[config.mk]
export PLATFORM = sky130hd
export DESIGN_NAME = bit_clock_recovery
export DESIGN_NICKNAME = d
export VERILOG_FILES = /design/src/rtl/bit_clock_recovery.sv
export SDC_FILE = /design/constraint.sdc
export NUM_CORES = 1
export LEC_CHECK = 0
export BUFFER_PORTS_ARGS = -buffer_cell sky130_fd_sc_hd__buf_4
export CORE_AREA = 4 4 154 119
export DETAILED_ROUTE_END_ITERATION = 7
export DIE_AREA = 0 0 158 123
export SLEW_MARGIN = 20
export SYNTH_ARGS = -nofsm -noshare
export SYNTH_HDL_FRONTEND = slang
export SYNTH_SLANG_ARGS = --single-unit
[constraint.sdc]
create_clock -name clk -period 4.5 [get_ports clk]
set_input_delay 0.9 -clock clk [delete_from_list [all_inputs] [get_ports clk]]
set_output_delay 0.9 -clock clk [all_outputs]
set_load 0.05 [all_outputs]
[src/rtl/bit_clock_recovery.sv]
// bit_clock_recovery: bit-period estimator and recovered-clock generator for an
// asynchronous NRZ input, with lock tracking, loss-of-signal timeout, mid-bit
// sampler and a pulse-driven half-period phase invert.
// Optional feature macro: BCR_GLITCH_FILTER_EN -- when defined, edges arriving
// less than MIN_PERIOD cycles after the last accepted edge are ignored.
module bit_clock_recovery #(
  parameter int PERIOD_W        = 16,
  parameter int PERIOD_INIT     = 801,
  parameter int RELAX_EDGES     = 16,
  parameter int LOCK_EDGES      = 32,
  parameter int PHASE_WIN_SHIFT = 3,
  parameter int MIN_PERIOD      = 4
) (
  input  logic                clk,
  input  logic                rst_n,
  input  logic                signal_in,
  input  logic                invert,
  output logic                clk_rec,
  output logic                bit_valid,
  output logic                bit_data,
  output logic [PERIOD_W-1:0] period,
  output logic                locked,
  output logic [1:0]          state
);

  typedef enum logic [1:0] {IDLE = 2'b00, TRACK = 2'b01, LOCKED = 2'b10} state_t;

  localparam logic [PERIOD_W-1:0] PERIOD_RST = PERIOD_W'(PERIOD_INIT);
  localparam logic [PERIOD_W-1:0] MIN_P      = PERIOD_W'(MIN_PERIOD);
  localparam logic [PERIOD_W-1:0] ONE        = PERIOD_W'(1);
  localparam logic [8:0]          RELAX_N    = 9'(RELAX_EDGES);
  localparam logic [8:0]          LOCK_N     = 9'(LOCK_EDGES);

  state_t              fsm_state, fsm_next;
  logic                sync_p0, sync_p1, prev_p2;
  logic [PERIOD_W-1:0] cnt, ph, half, win;
  logic [8:0]          stable_cnt, lock_cnt, lock_inc;
  logic                edge_det, edge_acc, short_ivl, tracking;
  logic                good_edge, timeout, sched, pull_in, toggle, fall;

  // Edge qualification, interval classification and phase-generator decisions
  always_comb begin
    edge_det  = sync_p1 ^ prev_p2;
    short_ivl = (cnt < MIN_P);
    tracking  = (fsm_state != IDLE);
`ifdef BCR_GLITCH_FILTER_EN
    // The arming edge in IDLE is always taken; later short intervals are glitches.
    edge_acc  = edge_det && (!tracking || !short_ivl);
`else
    edge_acc  = edge_det;
`endif
    // interval >= period-1, evaluated without underflow
    good_edge = ({1'b0, cnt} + {{PERIOD_W{1'b0}}, 1'b1}) >= {1'b0, period};
    timeout   = tracking && ({3'b000, cnt} >= {period, 3'b000});
    lock_inc  = (lock_cnt == '1) ? lock_cnt : lock_cnt + 9'd1;
    half      = (period[PERIOD_W-1:1] == '0) ? ONE : (period >> 1);
    win       = period >> PHASE_WIN_SHIFT;
    sched     = (ph >= half - ONE);
    pull_in   = tracking && edge_acc && (ph < win);
    // An invert coinciding with a scheduled toggle cancels it
    toggle    = sched ^ invert;
    fall      = toggle && clk_rec;
  end

`ifndef BCR_GLITCH_FILTER_EN
  logic filter_unused;
  assign filter_unused = short_ivl;
`endif

  // Lock state register
  always_ff @(posedge clk or negedge rst_n) begin
    if (!rst_n) fsm_state <= IDLE;
    else        fsm_state <= fsm_next;
  end

  // Lock next-state: arm on first edge, lock on a run of good edges, drop on bad edge or silence
  always_comb begin
    fsm_next = fsm_state;
    case (fsm_state)
      IDLE:    if (edge_acc) fsm_next = TRACK;
      TRACK:   if (timeout) fsm_next = IDLE;
               else if (edge_acc && good_edge && (lock_inc >= LOCK_N)) fsm_next = LOCKED;
      LOCKED:  if (timeout) fsm_next = IDLE;
               else if (edge_acc && !good_edge) fsm_next = TRACK;
      default: fsm_next = IDLE;
    endcase
  end

  // Input synchroniser and edge-reference register
  always_ff @(posedge clk or negedge rst_n) begin
    if (!rst_n) begin
      sync_p0 <= 1'b0;
      sync_p1 <= 1'b0;
      prev_p2 <= 1'b0;
    end else begin
      sync_p0 <= signal_in;
      sync_p1 <= sync_p0;
      prev_p2 <= sync_p1;
    end
  end

  // Interval counter, shortest-interval period tracking with slow upward relaxation, lock counter
  always_ff @(posedge clk or negedge rst_n) begin
    if (!rst_n) begin
      cnt        <= '0;
      period     <= PERIOD_RST;
      stable_cnt <= '0;
      lock_cnt   <= '0;
      locked     <= 1'b0;
    end else begin
      cnt    <= edge_acc ? ONE : ((cnt == '1) ? cnt : cnt + ONE);
      locked <= (fsm_next == LOCKED);
      if (timeout) begin
        lock_cnt <= '0;
      end else if (tracking && edge_acc) begin
        lock_cnt <= good_edge ? lock_inc : '0;
        if (cnt < period) begin
          period     <= cnt;
          stable_cnt <= '0;
        end else if ((stable_cnt + 9'd1) >= RELAX_N) begin
          period     <= (period == '1) ? period : period + ONE;
          stable_cnt <= '0;
        end else begin
          stable_cnt <= stable_cnt + 9'd1;
        end
      end
    end
  end

  // Recovered-clock phase counter, toggle, and mid-bit sampler on clk_rec falling
  always_ff @(posedge clk or negedge rst_n) begin
    if (!rst_n) begin
      ph        <= '0;
      clk_rec   <= 1'b0;
      bit_valid <= 1'b0;
      bit_data  <= 1'b0;
    end else begin
      ph        <= (invert || sched || pull_in) ? '0 : ph + ONE;
      clk_rec   <= clk_rec ^ toggle;
      bit_valid <= fall && !invert && locked;
      if (fall) bit_data <= sync_p1;
    end
  end

  assign state = fsm_state;

endmodule

; Word level (Yosys, flattened, before mapping)
; Cells that the tools add are included.
[totals]
wordCells = 78
input_bits = 4
output_inout_bits = 22
register_bits = 75
[op_classes]
n_reduce_logical = 20
add_sub_neg = 7
n_eq_ne = 8
muxes = 19
bitwise = 4
n_lt_le_gt_ge = 7
[ops]
columns = operator, count
row1 = two-way mux 16 bit, 6
row2 = two-way mux 9 bit, 6
row3 = adder 16 x 1 -> 16 bit (second input constant), 3
row4 = == test 16 bit (second input constant), 2
row5 = >= comparator 16 x 19 -> 1 bit, 1
row6 = adder 9 x 1 -> 9 bit (second input constant), 2
row7 = adder 16 x 1 -> 17 bit (second input constant), 1
row8 = >= comparator 17 x 16 -> 1 bit, 1
row9 = >= comparator 16 bit, 1
row10 = less-than comparator 16 x 13 -> 1 bit, 1
row11 = less-than comparator 16 bit, 1
row12 = subtractor 15 x 1 -> 16 bit (second input constant), 1
row13 = zero test 15 bit, 1
row14 = two-way mux 15 bit, 1
row15 = two-way mux 2 bit, 5
row16 = == test 9 bit (second input constant), 1
row17 = >= comparator 9 x 5 -> 1 bit (second input constant), 1
row18 = >= comparator 9 x 6 -> 1 bit (second input constant), 1
row19 = logical AND 1 bit, 9
row20 = one-hot mux 2 bit (3 select lines), 1
row21 = nonzero test 2 bit, 3
row22 = == test 2 bit (second input constant), 2
row23 = inequality test 2 bit (second input constant), 2
row24 = AND reduction 4 bit, 1
row25 = other kinds (7), 11

; Logic depth before layout (Yosys ltp)
[depth]
word_depth = 8
depth_mapped = 19
ltp_nobuf = 17

; Least setup slack after synthesis
; Ideal clock, no wire load.
[synth_timing]
path_kind = register to register
from = register period[3]
to = register bit_data
path_buffers = 1
setup_time_ps = 125
path_slack_ps = 594
t_arrival_ps = 3781
stages_incl_launch_ff = 17
t_required_ps = 4375
period_less_slack_ps = 3906
path_cell_list = dfrtp_1 -> buf_2 -> nor4_1 -> nand3_1 -> nor2_1 -> a31oi_1 -> ha_1 -> xnor2_1 -> ha_1 -> nor2b_1 -> o21ai_0 -> a21oi_1 -> or4_1 -> a21oi_1 -> ha_1 -> ha_1 -> mux2_2
[synth_via]
elab_chain_len = 6
[synth_lines]
columns = element, line
row1 = "start, declared", 21  ; output logic [PERIOD_W-1:0] period,
row2 = "start signal, assigned", 118  ; period <= cnt;
row3 = "start signal, assigned", 121  ; period <= (period == '1) ? period : period + ONE;
row4 = zero test 15 bit, 56  ; half = (period[PERIOD_W-1:1] == '0) ? ONE : (period >> 1);
row5 = two-way mux 15 bit *, 56
row6 = subtractor 15 x 1 -> 16 bit *, 58  ; sched = (ph >= half - ONE);
row7 = >= comparator 16 bit *, 58
row8 = XOR 1 bit *, 61  ; toggle = sched ^ invert;
row9 = logical AND 1 bit *, 62  ; fall = toggle && clk_rec;
row10 = named net fall, 39  ; logic good_edge, timeout, sched, pull_in, toggle, fall;
row11 = "end signal, assigned", 141  ; if (fall) bit_data <= sync_p1;
row12 = "end, declared", 20  ; output logic bit_data,
; The timed path passes the listed nets; every way through them passes the cells marked *.
; A chain may end at the register's enable or synchronous reset.

; Worst setup path in the final report
[layout_timing]
from = register period[4]
to = register ph[3]
[layout_via]
elab_chain_len = 7
word_cells_on_any_way = 9
classes_between = add/sub: 1 / order compare: 2 / mux: 2 / reduce/logical: 4
[layout_lines]
columns = element, line
row1 = zero test 15 bit, 56
row2 = two-way mux 15 bit, 56
row3 = subtractor 15 x 1 -> 16 bit, 58
row4 = >= comparator 16 bit, 58
row5 = logical OR 1 bit, 138  ; ph <= (invert || sched || pull_in) ? '0 : ph + ONE;
row6 = logical OR 1 bit *, 138
row7 = two-way mux 16 bit *, 138
row8 = "end signal, assigned", 138
row9 = "end, declared", 36  ; logic [PERIOD_W-1:0] cnt, ph, half, win;
; Every way passes the cells marked *; elsewhere a longest branch is shown, timed or not.

==> results.txt <==
run status: completed
DR DRC count: 0
Sink Count: 75
P&R area growth vs syn: 13.2%
Max VDD drop: 0.227 mV
Final ANT Viol Nets: 0
met1 WL: 7.90 mm
most common cell after layout, fill and taps aside: ha_1
vias post-DR: 4,977
Worst Path Max Fanout: 13
Worst setup EP type: flop
final wirelength: 15.6 mm
CP required: 4.77 ns
Final period util: 89.9%
Max Used Layer: met4
Setup TNS: 0 ns
WP data arrival: 4.31 ns
fin nets: 762
Hold Path Stages: 0
Clock Power Share: 22.9%
worst slack at placement: 0.334 ns
largest family of logic cells by synthesized area: simple AND/OR/NAND/NOR gates
synthesized flop and latch total: 75
CTS root buf: clkbuf_16
Worst-Skew Late Latency: 0.34 ns
Detailed Place HPWL: 12.0 mm
clk_skew: 0.00681 ns
largest net degree at the start of global routing: 76
worst r2r path cells: 17
first-pass GRT wire length: 25.4 mm
YS warnings: 0
Max Buffers Root-to-Sink: 2
Netlist cell types: 72
Max-Cap Viols: 0
switching power total: 1500 µW
Peak Freq: 0.247 GHz
CTS buffer count: 9
Post-synth ARST share: 100%
gr usage total: 16.6%
GP Congestion: 0.966
adder-cell area share of the yosys netlist: 17.8%
aggregate global routing overflow: 0
most frequent cells in the layout: 83 x ha_1, 71 x dfrtp_1, 53 x nor2_1
Leak: 0.00314 µW
CTS tree: yes
crit path launch type: flop
Fin. Hold Viols: 0
Vert. Die Dim: 123 µm
Power, Total: 3320 µW
drt first-iter violations: 447
compound-cell area share of the yosys netlist: 18.5%
area occupied by multi-input gates: 0.00372 mm²
IO Pins: 26
Setup Crit Path Kind: flop to flop
internal power: 1820 µW
Syn Nets: 733
Vias/cell: 5.56
Synth Area in Simple Gates: 20.3%
Worst-Margin Slew: 0.817 ns
Max H-tree Level: 3
area of the mapped netlist: 0.00582 mm²
Seq. cell area: 0.00188 mm²
Slowest-stage cell, CP: dfrtp_1
max-slew violations: 0
Layout Utilization: 39.5%
RSZ-0062 raised after global routing: false
metal2 WL: 6.51 mm
die area: 0.0194 mm²
PwrDens: 504 mW/mm²
layout cells sized above 1: 10.3%
count of flip-flops with a built-in enable after synthesis: 0
PnR worst setup slack: 0.452 ns
Synth Area in XOR/XNOR: 6.47%
Hold/Removal Path Class: flop to flop
core area: 0.0167 mm²
met3 WL: 896 µm
Yosys top cell area share: 30.5%
Port Buffers: 25
setup violators final: 0
dominant synthesized flop cell: dfrtp_1
hold-fix buffers at CTS: 0
Tmin final: 4.05 ns
vias in the first global route: 4,701
antenna violations before repair: 0
WL per Instance: 17.4 µm
Syn Inst Count: 646
Gate power share: 49.0%
Worst path max stage delay: 0.45 ns
Sw Share: 45.1%
crit path cell chain: nor4_2 -> nand3_1 -> nor2_1 -> a31oi_1 -> ha_1 -> nand4_1 -> nor2_1 -> xnor2_1 -> ha_1 -> a21o_1 -> a21o_1 -> a21oi_1 -> o21ai_0 -> a21oi_1 -> ha_1 -> nand2_1 -> nor2_1
Clock Pin Slew Worst Setup and Hold Paths: 0.06 ns
worst rel slew slack: 45.2%
mux cell area share after synthesis: 0.537%
Initial Util: 34.9%
# fillers: 1,621
# rows: 41
first drt pass iteration count: 6
register area share after synthesis: 32.3%
synthesized area per cell: 9.01 µm²
Die W: 158 µm
# diodes: 0
Synth area leaders: dfrtp_1 31%, ha_1 18%, xnor2_1 4.4%
Flop pwr share: 28.1%
cell taking the most area after synthesis: dfrtp_1
==> registers in the layout, summed over array words and instances (netlist names), 2 cells and up <==
signal / cells
state: 2
period: 16
stable_cnt: 9
lock_cnt: 9
ph: 16
cnt: 16
==> final timing paths <==
path / endpoint / slack, ns / from
max: ph[3] / 0.45 / period[4]
min: sync_p1 / 0.36 / sync_p0
max reg2reg: ph[3] / 0.45 / period[4]
min reg2reg: sync_p1 / 0.36 / sync_p0
max in group asynchronous: lock_cnt[1] / 3.42 / rst_n
min in group asynchronous: ph[4] / 0.60 / rst_n
==> Yosys cell counts (3+ instances only) <==
library cell	n
a211oi_1	6
a21o_1	12
a21oi_1	42
a221o_1	3
a22o_1	4
a311o_1	3
a311oi_1	6
a31oi_1	6
and2_1	14
and3_1	18
and4_1	4
buf_2	8
clkbuf_1	6
dfrtp_1	71
dfstp_2	4
ha_1	83
inv_1	40
nand2_1	43
nand2b_1	5
nand3_1	39
nand4_1	14
nor2_1	53
nor3_1	13
nor4_1	5
o211ai_1	5
o21ai_0	30
o21bai_1	5
o22ai_1	5
o32ai_1	3
xnor2_1	29
xor2_1	14
==> cell type report <==
type	instances	area share, %
multi-input combinational	515	56.4
sequential	75	28.5
clock buffer	13	4.10
tap	215	4.08
timing repair buffer	34	3.93
inverter	40	2.28
clock inverter	3	0.683
==> power groups by stage <==
stage          combinational, µW  clock, µW  sequential (µW)
4_1_cts                     1630        775              931
3_5_place_dp                1610          0              942
6_report                    1630        758              934
2_1_floorplan                862          0             1170
3_3_place_gp                1570          0              936
5_1_grt                     1790        802              950
==> critical path, delay by kind of cell (launching register included) <==
kind | cells | cell delay (ns)
flops | 1 | 0.45
xor+xnor | 1 | 0.14
compound gates | 6 | 1.01
simple gates | 7 | 1.61
fa+ha+maj | 3 | 0.77
==> cells by family after synthesis <==
logic type	after synthesis
multiplexers	3
flip-flops	75
other	1
AO/OA/AOI/OAI	157
adder cells (fa/ha/maj)	83
buffers and inverters	56
XOR/XNOR	43
AND/OR/NAND/NOR	228
==> routing by layer <==
layer | track usage (%) | up-vias
met5 | 0 | -
met4 | 4.37 | 0
met3 | 4.16 | 20
met2 | 24.2 | 127
met1 | 24.5 | 2397
li1 | - | 2433
==> metrics by stage <==
| stage | hold WS, ns | instance area [µm²] | instances |
|---|---|---|---|
| after global routing | 0.370 | 6590 | 895 |
| after CTS | 0.367 | 6580 | 895 |
| final | 0.364 | 6590 | 895 |
| after detailed placement | 0.354 | 6270 | 879 |
| after floorplan | 0.331 | 5820 | 646 |
| after global placement | 0.335 | 6270 | 879 |
==> repair_timing <==
action	4_1_cts	5_1_grt
setup buffers	0	0
setup endpoints to repair	0	14
resized for setup	0	1
Note: power is estimated with default switching activity, not from simulation.
